[config.mk]
export PLATFORM = sky130hd
export DESIGN_NAME = alu_seq
export DESIGN_NICKNAME = d
export VERILOG_FILES = /design/src/rtl/alu_seq.sv
export SDC_FILE = /design/constraint.sdc
export NUM_CORES = 1
export LEC_CHECK = 0
export ABC_AREA = 1
export CORE_MARGIN = 10
export CORE_UTILIZATION = 57
export CTS_CLUSTER_DIAMETER = 60
export CTS_CLUSTER_SIZE = 10
export DETAILED_ROUTE_END_ITERATION = 8
export PLACE_DENSITY = 0.84
export SLEW_MARGIN = 25
export SYNTH_ARGS = -nofsm -noshare
export SYNTH_HDL_FRONTEND = slang
export SYNTH_SLANG_ARGS = --single-unit
[constraint.sdc]
create_clock -name CLK -period 2.8 [get_ports CLK]
set_clock_uncertainty 0.15 [all_clocks]
set_input_delay 0.56 -clock CLK [delete_from_list [all_inputs] [get_ports CLK]]
set_output_delay 0.56 -clock CLK [all_outputs]
set_load 0.005 [all_outputs]
[src/rtl/alu_seq.sv]
// Registered sequential ALU with an optional W-cycle restoring divider.
// Define ALU_SEQ_DIVIDER_EN to build DIV/MOD; otherwise op codes 10/11 act as NOP.
module alu_seq #(
  parameter int unsigned W = 8
) (
  input  logic         CLK,
  input  logic         reset,
  input  logic         start_i,
  input  logic [3:0]   op_i,
  input  logic [W-1:0] acc,
  input  logic [W-1:0] rs,
  output logic [W-1:0] result_o,
  output logic         ov_o,
  output logic         dz_o,
  output logic         busy_o,
  output logic         done_o
);

  typedef enum logic [3:0] {
    OP_MOV   = 4'd0,
    OP_ADD   = 4'd1,
    OP_SUB   = 4'd2,
    OP_AND   = 4'd3,
    OP_OR    = 4'd4,
    OP_XOR   = 4'd5,
    OP_LSL   = 4'd6,
    OP_LSR   = 4'd7,
    OP_CMP   = 4'd8,
    OP_ABS   = 4'd9,
    OP_DIV   = 4'd10,
    OP_MOD   = 4'd11,
    OP_CLROV = 4'd12
  } op_t;

  localparam logic [W-1:0] W_VAL   = W'(W);
  localparam logic [W-1:0] MIN_NEG = {1'b1, {(W-1){1'b0}}};

  logic [W-1:0] result_n;
  logic         ov_n;
  logic         dz_n;
  logic         done_n;
  logic [W:0]   sum;

`ifdef ALU_SEQ_DIVIDER_EN
  typedef enum logic {IDLE, DIV} state_t;

  localparam int unsigned    CW   = $clog2(W) + 1;
  localparam logic [CW-1:0] LAST = CW'(W - 1);

  state_t        state, state_n;
  logic [W:0]    rem, rem_n;
  logic [W-1:0]  quo, quo_n;
  logic [W-1:0]  dvsr, dvsr_n;
  logic [CW-1:0] cnt, cnt_n;
  logic          mod_q, mod_n;
  logic [W+1:0]  rem_sh;
  logic [W+1:0]  diff;

  assign busy_o = (state == DIV);
`else
  assign busy_o = 1'b0;
`endif

  always_comb begin
    result_n = result_o;
    ov_n     = ov_o;
    dz_n     = dz_o;
    done_n   = 1'b0;
    sum      = '0;
`ifdef ALU_SEQ_DIVIDER_EN
    state_n  = state;
    rem_n    = rem;
    quo_n    = quo;
    dvsr_n   = dvsr;
    cnt_n    = cnt;
    mod_n    = mod_q;
    // quo doubles as the dividend shift register; its MSB feeds the remainder
    rem_sh   = {rem, quo[W-1]};
    diff     = rem_sh - {2'b00, dvsr};
`endif
    if (start_i && !busy_o) begin
      done_n   = 1'b1;
      dz_n     = 1'b0;
      result_n = '0;
      case (op_t'(op_i))
        OP_MOV: result_n = rs;
        OP_ADD: begin
          sum = {1'b0, acc} + {1'b0, rs} + {{W{1'b0}}, ov_o};
          {ov_n, result_n} = sum;
        end
        OP_SUB: begin
          sum = {1'b0, acc} + {1'b0, ~rs} + {{W{1'b0}}, 1'b1};
          {ov_n, result_n} = sum;
        end
        OP_AND: result_n = acc & rs;
        OP_OR:  result_n = acc | rs;
        OP_XOR: result_n = acc ^ rs;
        OP_LSL: result_n = (rs >= W_VAL) ? '0 : (acc << rs);
        OP_LSR: result_n = (rs >= W_VAL) ? '0 : (acc >> rs);
        OP_CMP: begin
          if ($signed(acc) < $signed(rs)) result_n = '0;
          else if (acc == rs)             result_n = W'(1);
          else                            result_n = W'(2);
        end
        OP_ABS: begin
          if (rs == MIN_NEG) begin
            result_n = rs;
            ov_n     = 1'b1;
          end else begin
            result_n = rs[W-1] ? -rs : rs;
            ov_n     = 1'b0;
          end
        end
`ifdef ALU_SEQ_DIVIDER_EN
        OP_DIV, OP_MOD: begin
          if (rs == '0) begin
            dz_n     = 1'b1;
            result_n = op_i[0] ? acc : '1;
          end else begin
            done_n   = 1'b0;
            result_n = result_o;
            dz_n     = dz_o;
            state_n  = DIV;
            rem_n    = '0;
            quo_n    = acc;
            dvsr_n   = rs;
            cnt_n    = '0;
            mod_n    = op_i[0];
          end
        end
`endif
        OP_CLROV: ov_n = 1'b0;
        default: ;
      endcase
    end
`ifdef ALU_SEQ_DIVIDER_EN
    else if (state == DIV) begin
      rem_n = diff[W+1] ? rem_sh[W:0] : diff[W:0];
      quo_n = {quo[W-2:0], ~diff[W+1]};
      cnt_n = cnt + 1'b1;
      if (cnt == LAST) begin
        state_n  = IDLE;
        done_n   = 1'b1;
        dz_n     = 1'b0;
        result_n = mod_q ? rem_n[W-1:0] : quo_n;
      end
    end
`endif
  end

`ifdef ALU_SEQ_DIVIDER_EN
  always_ff @(posedge CLK or posedge reset) begin
    if (reset) state <= IDLE;
    else       state <= state_n;
  end

  always_ff @(posedge CLK or posedge reset) begin
    if (reset) begin
      rem   <= '0;
      quo   <= '0;
      dvsr  <= '0;
      cnt   <= '0;
      mod_q <= 1'b0;
    end else begin
      rem   <= rem_n;
      quo   <= quo_n;
      dvsr  <= dvsr_n;
      cnt   <= cnt_n;
      mod_q <= mod_n;
    end
  end
`endif

  always_ff @(posedge CLK or posedge reset) begin
    if (reset) begin
      result_o <= '0;
      ov_o     <= 1'b0;
      dz_o     <= 1'b0;
      done_o   <= 1'b0;
    end else begin
      result_o <= result_n;
      ov_o     <= ov_n;
      dz_o     <= dz_n;
      done_o   <= done_n;
    end
  end

endmodule

==> flow_metrics.env <==
export IMPL_grt_pass1_vias=3380
export IMPL_drc=0
export IMPL_synthToLayoutAreaGrowth_pct=28.5
export IMPL_final_nets=600
export IMPL_power_density_mw_per_mm2=265
export IMPL_die_x_um=87.9
export IMPL_cp_required_ps=2780
export IMPL_clk_pin_slew_worst_paths_ps=50
export IMPL_postRouteAntennaNets=0
export IMPL_path_class="input pin to flop"
export IMPL_wl_per_cell_um=16.8
export IMPL_grt_max_degree=15
export IMPL_ir_drop_mv=0.283
export IMPL_cap_violations=0
export IMPL_critical_path_buf_inv_count=3
export IMPL_start_util_pct=59.6
export IMPL_period_needed_ps=2620
export IMPL_hold_path_depth=2
export IMPL_r2r_cells=11
export IMPL_cpPeakStageDelay_ps=510
export IMPL_post_cts_setup_buffers=0
export IMPL_worstSkewPairLatency_ps=250
export IMPL_finalWirelength_um=10100
export IMPL_synth_seq_area_share_pct=9.52
export IMPL_ys_warn_count=0
export IMPL_cts_tree="built"
export IMPL_dpl_cell_count=596
export IMPL_place_gp_congestion=1.09
export IMPL_outcome="finished, final reports clean"
export IMPL_rsz0062_at_grt="false"
export IMPL_dieArea_mm2=0.00773
export IMPL_worstMarginPinSlew_ps=698
export IMPL_ys_ff_latch=10
export IMPL_use_met1_pct=32.3
export IMPL_port_buffers=32
export IMPL_synthDistinctLibCells=34
export IMPL_die_y_um=87.9
export IMPL_final_common_cell="nand2_1"
export IMPL_path_delay_family="buffers and inverters"
export IMPL_cpMaxStageDelayCell="clkdlybuf4s50_1"
export IMPL_busiest_layer="met2"
export IMPL_grt_overflow=0
export IMPL_antennaDiodeCount=0
export IMPL_route_vias_total=3588
export IMPL_setup_violations=0
export IMPL_maxSlewHeadroom_pct=53.3
export IMPL_final_cell_mix="150 x nand2_1, 70 x nand3_1, 56 x nor2_1, 54 x inv_1, 52 x buf_4"
export IMPL_stdcell_count=600
export IMPL_min_from="result_o[0]"
export IMPL_viasPerCell=5.98
export IMPL_numCtsBuffers=3
export IMPL_reg2reg_from="ov_o"
export IMPL_use_met3_pct=7.71
export IMPL_p_leak_nw=1.83
export IMPL_htree_levels=1
export IMPL_coreArea_mm2=0.00441
export IMPL_fmax_mhz=382
export IMPL_rows=24
export IMPL_antenna_found_initial=0
export IMPL_synth_area_per_cell_um2=5.56
export IMPL_clock_path_buffers=2
export IMPL_grt_usage_pct=26.1
export IMPL_io_pins=35
export IMPL_crit_path_max_fanout=5
export IMPL_synthCells=473
export IMPL_cpMostUsedCell="nand2_1"
export IMPL_path_cells="clkdlybuf4s50_1 > inv_2 > ha_1 > o21ai_0 > buf_4 > nand2_1 > nand3_1 > nand2_1 > nand3_1 > nand2_1 > nor2_1 > nand3_1 > nand2_1 > nand2_1"
export IMPL_cp_data_arrival_time_ps=2600
export IMPL_grt_pass1_wl_um=16200
export IMPL_first_iter_violations=482
export IMPL_finalMaxSlewViolations=0
export IMPL_reg2reg_to="result_o[2]"
export IMPL_min_to="result_o[0]"
export IMPL_met2_usage_pct=39.2
export IMPL_tns_ps=0
export IMPL_cp_start_kind="input pin"
export IMPL_dp_hpwl_um=8210
export IMPL_cts_sinks=10
export IMPL_r2r_setup_slack_ps=450
export IMPL_clockRootBuffer="clkbuf_8"
export IMPL_synth_area_mm2=0.00263
export IMPL_hold_viol=0
export IMPL_end_kind="flop"
export IMPL_first_pass_iters=7
export IMPL_drive_gt1_share_pct=13.0
export IMPL_hold_class="flop to flop"
export IMPL_finalCritPeriodShare_pct=93.5
## cell families (layout without fill, tap and decap cells)
logic type | Yosys count | count (layout) | share of synthesized area, %
AO/OA/AOI/OAI | 45 | 45 | 9.47
XOR/XNOR | 3 | 3 | 1.00
adder cells (fa/ha/maj) | 28 | 28 | 14.2
buffers and inverters | 70 | 144 | 11.7
flip-flops | 10 | 10 | 9.52
other | 1 | 2 | 0.143
AND/OR/NAND/NOR | 316 | 316 | 54.0
## registers in the layout (all words and copies together), names as in the netlist
name and flops:
result_o 8, ov_o 1, done_o 1
## worst max-delay path by stage
| stage | start | to | slack, ps | cells past startpoint |
|---|---|---|---|---|
| 6_report | rs[3] | result_o[6] | 180 | 14 |
| 5_1_grt | acc[2] | result_o[3] | 30 | 15 |
| 4_1_cts | acc[0] | result_o[2] | 60 | 12 |
| 3_5_place_dp | acc[0] | result_o[2] | -260 | 12 |
| 3_3_place_gp | acc[0] | result_o[2] | -140 | 12 |
| 2_1_floorplan | acc[0] | result_o[2] | 450 | 11 |
## Yosys cell counts
cell,number,area [µm²]
a21boi_0,2,15.0
a21o_1,1,7.51
a21oi_1,16,80.1
a311oi_1,1,8.76
buf_2,8,40.0
buf_4,3,22.5
buf_6,3,33.8
clkinv_1,1,3.75
conb_1,1,3.75
dfrtp_1,10,250
fa_1,3,60.1
ha_1,25,313
inv_1,54,203
inv_2,1,3.75
nand2_1,150,563
nand2_2,1,6.26
nand2_4,1,11.3
nand3_1,70,350
nand3_4,1,17.5
nand3b_1,6,45.0
nand4_1,17,106
nor2_1,56,210
nor2_2,3,18.8
nor2_4,3,33.8
nor3_1,5,25.0
nor3_2,1,10.0
nor3_4,1,16.3
o21a_1,1,7.51
o21ai_0,15,75.1
o21ai_1,3,15.0
o21bai_1,2,15.0
o22ai_1,4,25.0
or2_2,1,6.26
xor2_1,3,26.3
## final cells by class
cell class	instances	area, µm²
inverters	56	210
fillers	392	1040
repair buffers	84	716
multi-input cells	394	2080
well taps	52	65.1
flip-flops and latches	10	250
clock buffers	4	55.1
## per-layer routing
layer  up-vias  routed length [µm]
met4         0                 649
li1       1685                   -
met2       272                4220
met5         -                   0
met1      1571                3850
met3        60                1360
## worst reg2reg max path: cells and delay by family, from the launching register on
kind / cells / cell delay, ps
flip-flops: 1 / 430
AND/OR/NAND/NOR: 8 / 700
AO/OA/AOI/OAI: 1 / 140
adder cells (fa/ha/maj): 2 / 820
## repair_timing
item,in CTS,in global routing
endpoints found under the setup margin,1,6
hold buffers,0,0
gates resized for setup,1,3
hold endpoints to repair,0,0
pin swaps,0,0
## where the power goes
part	leakage, nW	switching, mW	total, mW	internal (mW)
registers	0.130	0.0175	0.181	0.164
logic	1.67	0.296	0.525	0.229
clock network	0.0288	0.0651	0.189	0.124
total	1.83	0.378	0.896	0.517
## stage by stage
step / hold slack (ps) / instance area, µm² / setup slack [ps] / util [%] / total power [mW]
after floorplan: 250 / 2630 / 446 / - / 0.452
final: 336 / 3380 / 183 / 76.5 / 0.896
after detailed placement: 315 / 3310 / -258 / 75.0 / 0.689
after global placement: 314 / 3310 / -135 / 75.0 / 0.678
after global routing: 381 / 3380 / 33.1 / 76.5 / 0.956
after CTS: 338 / 3370 / 55.8 / 76.3 / 0.882
Note: power is estimated with default switching activity, not from simulation.
